File: src/rtl/uart_boot_loader.sv
// UART boot loader: 8N1 receiver feeding a little-endian word assembler that
// writes a length-prefixed program image into memory while holding the CPU in reset.
module uart_boot_loader #(
    parameter int CLKS_PER_BIT = 104,
    parameter int ADDR_WIDTH   = 8
) (
    input  logic                  clk,
    input  logic                  rst,
    input  logic                  rx,
    output logic                  mem_we,
    output logic [ADDR_WIDTH-1:0] mem_addr,
    output logic [31:0]           mem_wdata,
    output logic                  cpu_rst,
    output logic                  done,
    output logic                  err
);

    localparam int CW = $clog2(CLKS_PER_BIT);
    localparam logic [CW-1:0] HALF_LAST = CW'(CLKS_PER_BIT / 2 - 1);
    localparam logic [CW-1:0] BIT_LAST  = CW'(CLKS_PER_BIT - 1);

    typedef enum logic [1:0] {RX_IDLE, RX_START, RX_DATA, RX_STOP} rx_state_t;
    typedef enum logic [2:0] {LD_LEN0, LD_LEN1, LD_DATA, LD_WRITE, LD_DONE} ld_state_t;

    rx_state_t   rx_state;
    logic        rx_meta;
    logic        rx_sync;
    logic        rx_prev;
    logic [CW-1:0] bit_cnt;
    logic [2:0]  bit_idx;
    logic [7:0]  rx_shift;
    logic        byte_valid;

    ld_state_t   ld_state;
    logic [15:0] count;
    logic [1:0]  byte_idx;
    logic [15:0] word_idx;
    logic [31:0] word;

    // Receiver: start edge detection, mid-bit sampling of the synchronised line.
    always_ff @(posedge clk) begin
        if (rst) begin
            rx_meta    <= 1'b1;
            rx_sync    <= 1'b1;
            rx_prev    <= 1'b1;
            rx_state   <= RX_IDLE;
            bit_cnt    <= '0;
            bit_idx    <= '0;
            rx_shift   <= '0;
            byte_valid <= 1'b0;
            err        <= 1'b0;
        end else begin
            rx_meta    <= rx;
            rx_sync    <= rx_meta;
            rx_prev    <= rx_sync;
            byte_valid <= 1'b0;
            case (rx_state)
                RX_IDLE: begin
                    if (rx_prev && !rx_sync) begin
                        rx_state <= RX_START;
                        bit_cnt  <= '0;
                    end
                end
                RX_START: begin
                    if (bit_cnt == HALF_LAST) begin
                        bit_cnt <= '0;
                        if (!rx_sync) begin
                            rx_state <= RX_DATA;
                            bit_idx  <= '0;
                        end else begin
                            rx_state <= RX_IDLE;
                        end
                    end else begin
                        bit_cnt <= bit_cnt + 1'b1;
                    end
                end
                RX_DATA: begin
                    if (bit_cnt == BIT_LAST) begin
                        bit_cnt  <= '0;
                        rx_shift <= {rx_sync, rx_shift[7:1]};
                        if (bit_idx == 3'd7)
                            rx_state <= RX_STOP;
                        else
                            bit_idx <= bit_idx + 3'd1;
                    end else begin
                        bit_cnt <= bit_cnt + 1'b1;
                    end
                end
                RX_STOP: begin
                    if (bit_cnt == BIT_LAST) begin
                        bit_cnt  <= '0;
                        rx_state <= RX_IDLE;
                        if (rx_sync)
                            byte_valid <= 1'b1;
                        else
                            err <= 1'b1;
                    end else begin
                        bit_cnt <= bit_cnt + 1'b1;
                    end
                end
                default: rx_state <= RX_IDLE;
            endcase
        end
    end

    // Load sequencer: 16-bit little-endian length, then that many 32-bit words.
    always_ff @(posedge clk) begin
        if (rst) begin
            ld_state  <= LD_LEN0;
            count     <= '0;
            byte_idx  <= '0;
            word_idx  <= '0;
            word      <= '0;
            mem_we    <= 1'b0;
            mem_addr  <= '0;
            mem_wdata <= '0;
            cpu_rst   <= 1'b1;
            done      <= 1'b0;
        end else begin
            mem_we <= 1'b0;
            case (ld_state)
                LD_LEN0: begin
                    if (byte_valid) begin
                        count[7:0] <= rx_shift;
                        ld_state   <= LD_LEN1;
                    end
                end
                LD_LEN1: begin
                    if (byte_valid) begin
                        count[15:8] <= rx_shift;
                        if ({rx_shift, count[7:0]} == 16'd0) begin
                            ld_state <= LD_DONE;
                            cpu_rst  <= 1'b0;
                            done     <= 1'b1;
                        end else begin
                            ld_state <= LD_DATA;
                            byte_idx <= '0;
                            word_idx <= '0;
                        end
                    end
                end
                LD_DATA: begin
                    if (byte_valid) begin
                        word     <= {rx_shift, word[31:8]};
                        byte_idx <= byte_idx + 2'd1;
                        if (byte_idx == 2'd3) begin
                            ld_state  <= LD_WRITE;
                            mem_we    <= 1'b1;
                            mem_addr  <= word_idx[ADDR_WIDTH-1:0];
                            mem_wdata <= {rx_shift, word[31:8]};
                        end
                    end
                end
                LD_WRITE: begin
                    word_idx <= word_idx + 16'd1;
                    if (word_idx + 16'd1 == count) begin
                        ld_state <= LD_DONE;
                        cpu_rst  <= 1'b0;
                        done     <= 1'b1;
                    end else begin
                        ld_state <= LD_DATA;
                    end
                end
                LD_DONE: ;
                default: ld_state <= LD_LEN0;
            endcase
        end
    end

endmodule

File: config.mk
export PLATFORM = sky130hd
export DESIGN_NAME = uart_boot_loader
export DESIGN_NICKNAME = d
export VERILOG_FILES = /design/src/rtl/uart_boot_loader.sv
export SDC_FILE = /design/constraint.sdc
export NUM_CORES = 1
export LEC_CHECK = 0
export ABC_AREA = 1
export ABC_CLOCK_PERIOD_IN_PS = 3700
export BUFFER_PORTS_ARGS = -buffer_cell sky130_fd_sc_hd__buf_2
export CELL_PAD_IN_SITES_DETAIL_PLACEMENT = 1
export CELL_PAD_IN_SITES_GLOBAL_PLACEMENT = 2
export CORE_MARGIN = 2
export CORE_UTILIZATION = 37
export DETAILED_ROUTE_END_ITERATION = 16
export PLACE_DENSITY_LB_ADDON = 0.1
export SLEW_MARGIN = 25
export SYNTH_ARGS = -nofsm -noshare
export SYNTH_HDL_FRONTEND = slang
export SYNTH_SLANG_ARGS = --single-unit
File: constraint.sdc
create_clock -name clk -period 3.7 [get_ports clk]
set_input_delay 0 -clock clk [delete_from_list [all_inputs] [get_ports clk]]
set_output_delay 0 -clock clk [all_outputs]
set_load 0.01 [all_outputs]
Yosys cells after proc, flatten, opt, wreduce, memory -nomap -nowiden
Cells that the tools add are included.
Cells by class
  equal/unequal tests: 26
  $add $sub $neg: 4
  multiplexer cells: 40
  bitwise operators: 6
  reductions and logical operators: 23
Operators by type and width (count)
  2-to-1 mux 16 bit: 2
  one-hot mux 16 bit (2 select lines): 1
  2-to-1 mux 3 bit: 10
  != test 2 bit (second input constant): 14
  2-to-1 mux 7 bit: 3
  one-hot mux 7 bit (3 select lines): 1
  2-to-1 mux 2 bit: 9
  adder 16 x 1 -> 16 bit (second input constant): 1
  == test 16 bit: 1
  logical NOT 16 bit: 1
  one-hot mux 3 bit (5 select lines): 1
  AND reduction 5 bit: 3
  AND reduction 3 bit: 3
  2-to-1 mux 1 bit: 8
  one-hot mux 2 bit (4 select lines): 1
  AND reduction 2 bit: 4
  AND reduction 4 bit: 2
  adder 7 x 1 -> 7 bit (second input constant): 1
  == test 7 x 6 -> 1 bit (second input constant): 1
  == test 7 bit (second input constant): 1
  == test 2 bit (second input constant): 3
  == test 3 x 2 -> 1 bit (second input constant): 2
  == test 3 bit (second input constant): 2
  inverter 1 bit: 6
  other kinds (14): 18
Word-level totals
  output and inout bits: 44
  word-level logic and storage cells: 119
  register bits after elaboration: 137

Depth between registers and ports, before layout
Gate-level depths: netlist of run 1.
  depth in word-level cells: 4
  gate-level depth with buffers: 15
  depth with buffers taken out: 15

Worst setup path after synthesis of run 1
No wires, ideal clock.
  path type: register to register
  start: reg word_idx[1]
  end: reg ld_state[2]
  slack: 1.987 ns
  arrival time: 1.646 ns
  path buffers: 0
  library setup time: 0.067 ns
  stages on the path, launching flop included: 14
  cell sequence: dfxtp_1 > ha_1 > nand3_2 > nor2_4 > nand3_1 > nand2_1 > nand3_1 > nand2_1 > nand2_1 > nor2_2 > nand4_2 > nand2_1 > nand2_1 > a21oi_2
Between the ends
  cells in the longest elaborated chain, start to end: 4
Ends and longest elaborated chain
  start: declaration: line 37  | logic [15:0] word_idx;
  start signal: assignment: line 155  | word_idx <= word_idx + 16'd1;
  adder 16 x 1 -> 16 bit: line 156  | if (word_idx + 16'd1 == count) begin
  == test 16 bit: line 156
  2-to-1 mux 3 bit: line 156
  one-hot mux 3 bit (5 select lines): line 121  | case (ld_state)
  end signal: assignment: line 125  | ld_state <= LD_LEN1;
  end signal: assignment: line 157  | ld_state <= LD_DONE;
  end signal: assignment: line 161  | ld_state <= LD_DATA;
  end: declaration: line 34  | ld_state_t ld_state;
Every way passes these cells.
A chain may end at the register's enable or synchronous reset.

Final worst setup path of run 1
  start: reg ld_state[2]
  end: reg mem_wdata[12]
Between the ends
  cells in the longest elaborated chain, start to end: 2
Ends and longest elaborated chain
  start signal: assignment: line 109  | ld_state <= LD_LEN0;
  start signal: assignment: line 125
  start signal: assignment: line 132  | ld_state <= LD_DONE;
  == test 3 x 2 -> 1 bit: line 121
  AND reduction 3 bit (no source line)
  end signal: assignment: line 150  | mem_wdata <= {rx_shift, word[31:8]};
  end: declaration: line 12  | output logic [31:0] mem_wdata,
Every way passes these cells.

==> metrics.md, run 1 <==
| Metric | Value |
|---|---|
| Fillers | 1834 |
| Most common cell after layout, fill and taps aside | dfxtp_1 |
| CTS sink count | 129 |
| Max_slew headroom | 41.4% |
| Root Buffer Master | clkbuf_16 |
| Final Instance Area | 0.00640 mm2 |
| Most frequent CP cell | inv_2 |
| Mapped cell area | 0.00543 mm2 |
| Critical path arrival | 2.58 ns |
| Peak fanout along the critical path | 31 |
| Internal power | 2.48 mW |
| First DRT Iteration DRCs | 266 |
| Row cnt | 44 |
| Min-delay worst type | in -> reg |
| Vias per std cell | 5.09 |
| Final hold violations | 0 |
| Largest net degree at the start of global routing | 42 |
| Number of global-route vias before repair | 5122 |
| First-pass GRT wire length | 26000 um |
| Slowest stage cell, crit path | dfxtp_1 |
| Syn_nets | 732 |
| Power per cell area | 493 mW/mm2 |
| Period Utilization, post-route | 60.7% |
| PostCTS Resize Cnt | 0 |
| Place WS | 1.45 ns |
| DRT antenna net count | 0 |
| Core Area | 0.0144 mm2 |
| Global-route usage over all layers | 20.5% |
| TritonCTS Buffers | 17 |
| Setup CP Type | reg -> reg |
| Clk_skew | 0.00954 ns |
| Nets | 772 |
| Reg clk slew, reported paths | 0.06 ns |
| Unrepaired setup endpoints after global routing | no |
| Post-synth ARST share | 0% |
| Setup violators final | 0 |
| Setup WS post-layout | 1.45 ns |
| Synth Warn # | 0 |
| Worst skew pair latency | 0.41 ns |
| Commonest non-fill, non-tap cells in the layout | 129 x dfxtp_1, 127 x nand2_1, 92 x o21ai_0 |
| Period minus WS final | 2.25 ns |
| F_max | 445 MHz |
| Layout Area Growth over Synthesis | 17.9% |
| VDD IR-drop max | 305 uV |
| WL/cell | 16.1 um |
| DIE HEIGHT | 125 um |
| Cell taking the most area after synthesis | dfxtp_1 |
| Detailed Place HPWL | 10700 um |
| Psw | 0.677 mW |
| Post-synth EDFFs | 0 |
| CTS H-tree depth | 4 |
| Max Cap Viol | 0 |
| Hold_ws | 0.159 ns |
| WL final | 15400 um |
| Sw Ratio | 21.4% |
| Max clock buf depth | 2 |
| Die width | 125 um |
| CTS tree | yes |
| Sequential power share | 44.4% |
| Lkg Pwr | 2.70 nW |
| IO Count | 47 |
| Gpl congestion | 0.756 |
| Sequential share of the synthesized area | 47.5% |
| Residual DRC | 0 |
| Syn Inst Count | 724 |
| Yosys cell types | 36 |
| CP Data Required Time | 4.03 ns |
| Gr ovfl total | 0 |
| Clock group share of total power | 53.0% |
| Die area | 0.0157 mm2 |
| Area taken by multi-input logic gates | 0.00245 mm2 |
| Count of input and output buffers | 46 |
| Fin Setup TNS | 0 ns |
| CP Cell Sequence | nor2_1 -> nand2_1 -> nor2_4 -> inv_2 -> nor2_8 -> inv_2 -> nor2_4 -> inv_2 -> o21ai_0 |
| Mean post-synth cell area | 7.51 um2 |
| CP endpoint kind | flip-flop |
| Status | finished clean |
| Vias | 4888 |
| N_diodes | 0 |
| Crit start category | flip-flop |
| Gate power share | 2.6% |
| Area post-placement | 0.00580 mm2 |
| CP max stage delay | 0.38 ns |
| Share of the synthesized area in the top cell type | 47.5% |
| Share of layout cells above drive strength 1 | 13.9% |
| Synth area leaders | dfxtp_1 48%, nand2_1 8.8%, o21ai_0 8.5% |
| Reg area | 0.00258 mm2 |
| Initial antenna violation count | 0 |
| Worst Tran Pin Value | 0.878 ns |
| FF+latch count, synth | 129 |
| Utilization after layout | 44.4% |
| DRT Pass-1 Iters | 4 |
| Post-synth top flop | dfxtp_1 |
| Final Max Slew Viols | 0 |
| Initial Util | 37.7% |
==> repair_timing <==
| action | in CTS | in global routing |
|---|---|---|
| setup buffers | 0 | 0 |
| endpoints found under the setup margin | 0 | 0 |
| endpoints found under the hold margin | 1 | 0 |
| hold buffers | 1 | 0 |
==> kinds of logic after synthesis <==
group / after synthesis / synth area share (%)
AO/OA/AOI/OAI: 181 / 17.2
XOR/XNOR: 9 / 1.98
adder cells (fa/ha/maj): 5 / 1.15
buffers and inverters: 103 / 7.32
flip-flops: 129 / 47.5
AND/OR/NAND/NOR: 297 / 24.8
==> layer usage <==
layer	vias to the layer above	share of wire [%]	track usage (%)
met5	-	0	0
met4	0	0.59	4.77
met3	7	2.4	4.62
met2	46	49	35.2
met1	2367	48	26.4
li1	2468	-	-
==> path summary, 6_finish.rpt <==
check                                    end  cells past startpoint                     start  slack (ns)
setup / recovery  mem_wdata[12]$_SDFFE_PP0P_                      9  ld_state[2]$_SDFFE_PP0P_        1.45
hold reg to reg           rx_sync$_SDFF_PP1_                      1        rx_meta$_SDFF_PP1_        0.41
setup reg to reg  mem_wdata[12]$_SDFFE_PP0P_                      9  ld_state[2]$_SDFFE_PP0P_        1.45
hold / removal            rx_prev$_SDFF_PP1_                      3                       rst        0.16
==> flip-flops by register name, indices dropped and copies added (netlist names), named ones only <==
name and cells:
mem_wdata 32, word 24, count 16, word_idx 16, mem_addr 8, rx_shift 8
bit_cnt 7, bit_idx 3, ld_state 3, byte_idx 2, byte_valid 1, cpu_rst 1
done 1, err 1, mem_we 1, rx_meta 1, rx_prev 1, rx_state 1
rx_sync 1
==> cell type report <==
class                           instances  area share [%]
Sequential cell                       129            40.3
Clock buffer                           24            7.68
Clock inverter                          8            1.60
Inverter                               73            4.28
Timing Repair Buffer                   51            4.22
Multi-Input combinational cell        492            38.3
Tap cell                              184            3.59
==> stage by stage <==
| step | power, mW | cells |
|---|---|---|
| floorplan | 1.49 | 724 |
| finish | 3.16 | 961 |
| CTS | 3.19 | 961 |
| detailed placement | 1.52 | 928 |
| global route | 3.27 | 961 |
| global placement | 1.51 | 928 |
==> synth_stat cells (5+ instances only) <==
library cell  instances
nor4_1                5
nand3_1              54
nand2_1             127
nand4_1               8
nor2_2                8
nor2_1               71
nand3b_1              5
o21ai_0              92
nor2_4                5
ha_1                  5
a21oi_1              80
inv_1                69
xor2_1                6
clkbuf_1             24
dfxtp_1             129
==> power by group through the flow <==
stage,Clock [mW],Sequential (mW),Combinational (mW)
final,1.67,1.40,0.0817
after global routing,1.77,1.40,0.0957
after CTS,1.71,1.40,0.0845
after detailed placement,0,1.43,0.0834
after global placement,0,1.43,0.0821
after floorplan,0,1.43,0.0601
==> critical path, delay by kind of cell (launching register included) <==
family,cells,cell delay [ns]
and+or+nand+nor,5,0.94
DFF,1,0.38
AOI/OAI and AO/OA,1,0.18
buffers and inverters,3,0.61
Power figures use the tool's default switching activity.
==> inputs of run 2 (changes only) <==
--- a/config.mk
+++ b/config.mk
@@ -6,12 +6,12 @@
 export NUM_CORES = 1
 export LEC_CHECK = 0
 export ABC_AREA = 1
-export ABC_CLOCK_PERIOD_IN_PS = 3700
+export ABC_CLOCK_PERIOD_IN_PS = 2300
 export BUFFER_PORTS_ARGS = -buffer_cell sky130_fd_sc_hd__buf_2
 export CELL_PAD_IN_SITES_DETAIL_PLACEMENT = 1
 export CELL_PAD_IN_SITES_GLOBAL_PLACEMENT = 2
 export CORE_MARGIN = 2
-export CORE_UTILIZATION = 37
+export CORE_UTILIZATION = 34
 export DETAILED_ROUTE_END_ITERATION = 16
 export PLACE_DENSITY_LB_ADDON = 0.1
 export SLEW_MARGIN = 25
==> constraint.sdc (replaced) <==
create_clock -name clk -period 2.3 [get_ports clk]
set_input_delay 0 -clock clk [delete_from_list [all_inputs] [get_ports clk]]
set_output_delay 0 -clock clk [all_outputs]
set_load 0.01 [all_outputs]
==> run 2 against run 1 <==
Effect of this change:
- core utilization decreased by 2.7 points
- sequential share of layout area is 1.0 points lower
- worst setup slack got worse by 1.2 ns
- largest power group unchanged
- non-clock buffer count is 8 higher
- clock skew decreased by 0.0016 ns
==> metrics.md, run 2 (synthesis gave the netlist of run 1 again) <==
| Metric | Value |
|---|---|
| DRT Pass-1 Iters | 4 (unchanged) |
| Commonest non-fill, non-tap cells in the layout | 128 x dfxtp_1, 127 x nand2_1, 92 x o21ai_0 |
| Worst skew pair latency | 0.41 ns (about the same) |
| Max clock buf depth | 2 (unchanged) |
| Max Cap Viol | 0 (unchanged) |
| CTS tree | yes |
| Die width | 130 um (+4.2%) |
| CP startpoint | word_idx[0]$_SDFFE_PP0P_ |
| Row cnt | 46 (+4.5%) |
| Peak fanout along the critical path | 5 (-84%) |
| Largest register FFs | 32 (unchanged) |
| Fin Setup TNS | 0 ns (unchanged) |
| Placed Cells | 968 (+4.3%) |
| Hold depth | 3 (unchanged) |
| Fillers | 1979 (+7.9%) |
| DIE HEIGHT | 130 um (+4.2%) |
| Core Area | 0.0158 mm2 (+9.3%) |
| Critical path arrival | 2.41 ns (-0.17 ns) |
| WL final | 15700 um (+1.6%) |
| CTS sink count | 129 (unchanged) |
| Period minus WS final | 2.07 ns (-0.174 ns) |
| Vias | 4917 (+0.59%) |
| Worst r2r src | word_idx[0]$_SDFFE_PP0P_ |
| Period Utilization, post-route | 90.2% (+29 points) |
| Root Buffer Master | clkbuf_16 |
| Biggest register | mem_wdata |
| Final hold violations | 0 (unchanged) |
| Worst Tran Pin Value | 0.571 ns (-0.307 ns) |
| Layout Area Growth over Synthesis | 20.9% |
| N_diodes | 0 (unchanged) |
| Max_slew headroom | 61.9% (+20 points) |
| CP endpoint kind | flip-flop |
| Global-route usage over all layers | 19.6% (-0.96 points) |
| DRT antenna net count | 0 (unchanged) |
| Number of global-route vias before repair | 5081 (-0.80%) |
| Final cell count without fillers | 1000 (+4.1%) |
| Gpl congestion | 0.747 (-1.1%) |
| Unrepaired setup endpoints after global routing | no |
| First-pass GRT wire length | 26000 um (-0.19%) |
| Most common cell after layout, fill and taps aside | dfxtp_1 |
| Largest net degree at the start of global routing | 41 (-2.4%) |
| Area taken by multi-input logic gates | 0.00246 mm2 (+0.31%) |
| First DRT Iteration DRCs | 186 (-30%) |
| CP Data Required Time | 2.64 ns (-1.39 ns) |
| Min-delay worst type | in -> reg |
| Crit start category | flip-flop |
| Setup WS post-layout | 0.226 ns (-1.23 ns) |
| Clk_skew | 0.00795 ns (-0.00159 ns) |
| Initial antenna violation count | 0 (unchanged) |
| Biggest regs | mem_wdata: 32 flops, word: 24 flops |
| Detailed Place HPWL | 11100 um (+3.7%) |
| WL/cell | 15.7 um (-2.4%) |
| Nets | 780 (+1.0%) |
| Vias per std cell | 4.92 (-3.3%) |
| Gr ovfl total | 0 (unchanged) |
| VDD IR-drop max | 513 uV (+68%) |
| Reg2Reg Depth | 13 (+4) |
| Initial Util | 34.5% (-3.2 points) |
| CTS H-tree depth | 4 (unchanged) |
| Count of input and output buffers | 46 (unchanged) |
| Setup violators final | 0 (unchanged) |
| Lkg Pwr | 2.77 nW (+2.5%) |
| Worst Min Path Start | rst |
| Final Max Slew Viols | 0 (unchanged) |
| Share of layout cells above drive strength 1 | 15.1% (+1.2 points) |
| TritonCTS Buffers | 17 (unchanged) |
| Reg area | 0.00258 mm2 (about the same) |
| Setup CP Type | reg -> reg |
| Die area | 0.0170 mm2 (+8.5%) |
| Status | finished clean |
| Reg clk slew, reported paths | 0.06 ns (about the same) |
| IO Count | 47 (unchanged) |
| Power per cell area | 813 mW/mm2 (+65%) |
| Residual DRC | 0 (unchanged) |
| Place WS | 0.207 ns (-1.24 ns) |
| F_max | 482 MHz (+8.4%) |
## run 2: changes by cell type in the layout (fill, tap and decap cells not counted), sizes merged
| cell | previous run | this run |
|---|---|---|
| buf | 50 | 58 |
| bufinv | 2 | 5 |
| clkbuf | 24 | 19 |
| clkinvlp | 2 | 1 |
| inv | 72 | 74 |
## run 2: worst max-delay path, cell delays in order (launching register included)
cell,delay (ns)
dfxtp_1,0.43
ha_2,0.26
nand2_2,0.08
inv_1,0.12
nand2_1,0.10
nand3b_1,0.10
nand2_1,0.07
nor2_2,0.11
nand3_1,0.10
nor2_2,0.19
nand4_2,0.16
nand2_1,0.10
nand2_1,0.06
a21oi_2,0.12
## run 2: report_power, final
part / leakage (nW) / switching (mW) / internal (mW) / total, mW
logic: 1.42 / 0.101 / 0.0389 / 0.140
clock network: 0.308 / 1.02 / 1.93 / 2.94
registers: 1.04 / 0.00945 / 2.25 / 2.26
total: 2.77 / 1.13 / 4.21 / 5.34
## run 2: final timing paths
kind	end	slack, ns
worst max-delay path	ld_state[2]$_SDFFE_PP0P_	0.23
worst min-delay path	rx_prev$_SDFF_PP1_	0.04
worst max register to register	ld_state[2]$_SDFFE_PP0P_	0.23
worst min register to register	rx_sync$_SDFF_PP1_	0.41
## run 2: area by class of cell
type	instances	share of cell area, %
flip-flops and latches	129	39.3
multi-input cells	492	37.5
clock buffers	19	6.59
repair buffers	59	5.22
inverters	73	4.17
well taps	216	4.11
clock inverters	12	3.14
## run 2: repair_timing
| item | 4_1_cts | 5_1_grt |
|---|---|---|
| endpoints found under the setup margin | 0 | 2 |
| hold endpoints to repair | 1 | 0 |
| gates resized for setup | 0 | 3 |
| hold buffers | 1 | 0 |
| buffers inserted | 0 | 0 |
## run 2: metal layers
metal | track usage (%) | routed length [um]
met1 | 25.7 | 7450
met4 | 4.88 | 43
met5 | 0 | 0
met3 | 4.56 | 453
met2 | 32.7 | 7740
## run 2: through the flow
step	hold WS, ns	total power [mW]	util, %	cell area (um2)
final	0.0409	5.34	41.7	6570
after global routing	0.0721	5.52	41.7	6570
after CTS	0.0375	5.40	41.6	6560
after detailed placement	0.187	2.44	37.5	5910
after global placement	0.185	2.44	37.5	5910
after floorplan	0.104	2.40	-	5430
==> inputs of run 3 (changes only) <==
--- a/config.mk
+++ b/config.mk
@@ -5,15 +5,15 @@
 export SDC_FILE = /design/constraint.sdc
 export NUM_CORES = 1
 export LEC_CHECK = 0
-export ABC_AREA = 1
 export ABC_CLOCK_PERIOD_IN_PS = 2300
 export BUFFER_PORTS_ARGS = -buffer_cell sky130_fd_sc_hd__buf_2
 export CELL_PAD_IN_SITES_DETAIL_PLACEMENT = 1
 export CELL_PAD_IN_SITES_GLOBAL_PLACEMENT = 2
 export CORE_MARGIN = 2
-export CORE_UTILIZATION = 34
+export CORE_UTILIZATION = 35
 export DETAILED_ROUTE_END_ITERATION = 16
 export PLACE_DENSITY_LB_ADDON = 0.1
+export RECOVER_POWER = 25
 export SLEW_MARGIN = 25
 export SYNTH_ARGS = -nofsm -noshare
 export SYNTH_HDL_FRONTEND = slang
==> run 3 against run 2 <==
Effect of this change:
- core utilization is 1.1 points higher
- critical path depth is 6 lower
- sequential share of layout area is 0.86 points lower
- final cell count is 1.9% lower
- non-clock buffer count is 22 higher
- worst setup slack worse by 0.12 ns
- die area is 0.54% lower
- combinational power is 43% lower
- global-route usage is 0.42 points higher
- sequential cell count stayed put
- clock-buffer cell count is 4 higher
- critical path type unchanged
==> metrics.md, run 3 <==
| Metric | Value |
|---|---|
| Synth Warn # | 0 (unchanged) |
| VDD IR-drop max | 495 uV (-3.5%) |
| Gpl congestion | 0.822 (+10%) |
| DIE HEIGHT | 130 um (-0.27%) |
| Vias | 4982 (+1.3%) |
| WL/cell | 16.2 um (+3.1%) |
| Vias per std cell | 5.08 (+3.3%) |
| Yosys cell types | 61 (+69%) |
| Initial Util | 35.4% (+0.95 points) |
| Sequential power share | 43.1% (+0.8 points) |
| Critical path arrival | 2.50 ns (+0.09 ns) |
| Post-synth top flop | dfxtp_1 |
| Status | finished clean |
| Peak fanout along the critical path | 6 (+1) |
| Reg area | 0.00258 mm2 (unchanged) |
| Met2 usage | 32.2% (-0.59 points) |
| Detailed Place HPWL | 10800 um (-2.7%) |
| Count of input and output buffers | 46 (unchanged) |
| Lkg Pwr | 2.37 nW (-14%) |
| Power per cell area | 777 mW/mm2 (-4.4%) |
| F_max | 456 MHz (-5.5%) |
| Final Max Slew Viols | 0 (unchanged) |
| Setup CP Type | reg -> reg |
| Setup violators final | 0 (unchanged) |
| CP Data Required Time | 2.61 ns (-0.03 ns) |
| Fin Setup TNS | 0 ns (unchanged) |
| Max clock buf depth | 2 (unchanged) |
| Row cnt | 46 (unchanged) |
| Syn_nets | 711 (-2.9%) |
| Most common cell after layout, fill and taps aside | nand2_1 |
| Synth area leaders | dfxtp_1 46%, nand2_1 12%, a21oi_1 10% |
| Area taken by multi-input logic gates | 0.00275 mm2 (+12%) |
| Internal power | 4.16 mW (-1.2%) |
| DRT Pass-1 Iters | 4 (unchanged) |
| Root Buffer Master | clkbuf_16 |
| TritonCTS Buffers | 17 (unchanged) |
| Worst skew pair latency | 0.42 ns (about the same) |
| IO Count | 47 (unchanged) |
| Setup repair bufs after CTS | 0 (unchanged) |
| Global Route met1 Usage | 26.6% (+0.86 points) |
| Unrepaired setup endpoints after global routing | no |
| Global-route usage over all layers | 20.0% (+0.42 points) |
| Core Area | 0.0157 mm2 (-0.36%) |
| Psw | 1.06 mW (-6.2%) |
| CTS sink count | 129 (unchanged) |
| Biggest register | mem_wdata |
| Clock group share of total power | 55.4% (+0.3 points) |
| WL final | 15900 um (+1.1%) |
| Mean post-synth cell area | 7.91 um2 (+5.4%) |
| Syn Inst Count | 703 (-2.9%) |
| Largest register FFs | 32 (unchanged) |
| Post-synth EDFFs | 0 (unchanged) |
| Clk_skew | 0.0104 ns (+0.00246 ns) |
| Number of global-route vias before repair | 4994 (-1.7%) |
| Largest net degree at the start of global routing | 58 (+41%) |
| Post-synth ARST share | 0% (unchanged) |
| Cell taking the most area after synthesis | dfxtp_1 |
| Min-delay worst type | in -> reg |
| Nets | 761 (-2.4%) |
| Sequential share of the synthesized area | 46.4% (-1.1 points) |
| CP endpoint kind | flip-flop |
| First DRT Iteration DRCs | 204 (+9.7%) |
| Sw Ratio | 20.3% (-0.85 points) |
| Max Cap Viol | 0 (unchanged) |
| Final hold violations | 0 (unchanged) |
| First-pass GRT wire length | 26300 um (+1.4%) |
| Share of layout cells above drive strength 1 | 11.6% (-3.4 points) |
| N_diodes | 0 (unchanged) |
| Biggest regs | mem_wdata: 32 flops, word: 24 flops |
| Grt peak-use layer | met2 |
| Gr ovfl total | 0 (unchanged) |
| Die width | 130 um (-0.27%) |
| CTS tree | yes |
| Period Utilization, post-route | 95.4% (+5.3 points) |
| Fillers | 1926 (-2.7%) |
| Mapped cell area | 0.00556 mm2 (+2.4%) |
| Crit start category | flip-flop |
| Commonest non-fill, non-tap cells in the layout | 182 x nand2_1, 128 x dfxtp_1, 114 x a21oi_1 |
| CTS H-tree depth | 4 (unchanged) |
| Met3 GRT Util | 4.55% (-0.0092 points) |
| Worst Tran Pin Value | 0.600 ns (+0.0297 ns) |
| Gate power share | 1.5% (-1.1 points) |
| Die area | 0.0169 mm2 (-0.54%) |
| Initial antenna violation count | 0 (unchanged) |
| Residual DRC | 0 (unchanged) |
| Reg clk slew, reported paths | 0.06 ns (about the same) |
| Period minus WS final | 2.19 ns (+0.121 ns) |
| FF+latch count, synth | 129 (unchanged) |
| Share of the synthesized area in the top cell type | 46.4% (-1.1 points) |
| Commonest cells post-synth | 182 x nand2_1, 129 x dfxtp_1, 114 x a21oi_1 |
| Utilization after layout | 42.8% (+1.1 points) |
| Max_slew headroom | 60.0% (-1.9 points) |
| Count leader, synth | nand2_1 |
| DRT antenna net count | 0 (unchanged) |
| Layout Area Growth over Synthesis | 20.8% |
[run 3: cell types whose count changed after synthesis, sizes merged, moves of 7 or more]
cell,before,now
xnor2,1,10
nor2,85,50
o21ai,92,21
nand2,130,182
clkbuf,24,37
nand3,55,7
or3,0,8
mux2i,0,10
inv,72,7
nor2b,0,7
a31oi,0,7
buf,6,13
a21oi,81,114
[run 3: layer usage]
layer / up-vias / wire length [um]
li1: 2486 / -
met4: 0 / 151
met3: 12 / 451
met1: 2415 / 7720
met5: - / 0
met2: 69 / 7540
[run 3: layout make-up]
type / count / area share (%)
multi-input combinational: 517 / 40.9
sequential: 129 / 38.5
clock buffer: 23 / 7.11
timing repair buffer: 81 / 6.85
tap: 216 / 4.02
clock inverter: 8 / 2.23
inverter: 7 / 0.391
[run 3: cell families (layout without fill, tap and decap cells)]
kind of cell	count (synthesis)	after routing	synth area share (%)
buffers and inverters	57	119	4.52
flip-flops	129	129	46.4
XOR/XNOR	20	20	3.53
AO/OA/AOI/OAI	164	164	16.1
adder cells (fa/ha/maj)	5	5	1.12
AND/OR/NAND/NOR	317	317	26.3
multiplexers	11	11	2.00
[run 3: through the flow]
step | area (um2) | total power [mW] | worst slack (ns) | cells | hold slack [ns]
floorplan | 5560 | 2.35 | 0.169 | 703 | 0.104
global placement | 6110 | 2.37 | 0.105 | 949 | 0.186
detailed placement | 6110 | 2.38 | 0.0168 | 949 | 0.188
CTS | 6750 | 5.30 | 0.00146 | 981 | 0.00392
global route | 6720 | 5.42 | 0.00682 | 981 | 0.0232
finish | 6720 | 5.22 | 0.106 | 981 | 0.0140
[run 3: timing repair]
item	4_1_cts	5_1_grt
gates resized for setup	1	7
endpoints found under the setup margin	1	3
pin swaps	0	1
hold endpoints to repair	1	0
hold buffers	1	0
gates cloned	0	0
[run 3: final timing paths]
path,to,startpoint,cells after the start,slack (ns)
setup reg to reg,cpu_rst$_SDFFE_PP1P_,word_idx[1]$_SDFFE_PP0P_,7,0.11
hold reg to reg,rx_sync$_SDFF_PP1_,rx_meta$_SDFF_PP1_,1,0.41
setup / recovery,cpu_rst$_SDFFE_PP1P_,word_idx[1]$_SDFFE_PP0P_,7,0.11
hold / removal,word_idx[8]$_SDFFE_PP0P_,rst,2,0.01
[run 3: power groups by stage]
stage	logic, mW	clock network [mW]	registers, mW
after CTS	0.0813	2.97	2.25
after global routing	0.0905	3.08	2.25
after detailed placement	0.0801	0	2.30
after floorplan	0.0569	0	2.29
final	0.0792	2.89	2.25
after global placement	0.0776	0	2.30
[run 3: worst max-delay path: stages (launching register included)]
cell and delay (ns):
dfxtp_1 0.34, ha_2 0.23, and3_2 0.28, nand3_2 0.13, a32oi_1 0.23, o2111ai_1 0.17, or4_4 0.59, o21a_1 0.12
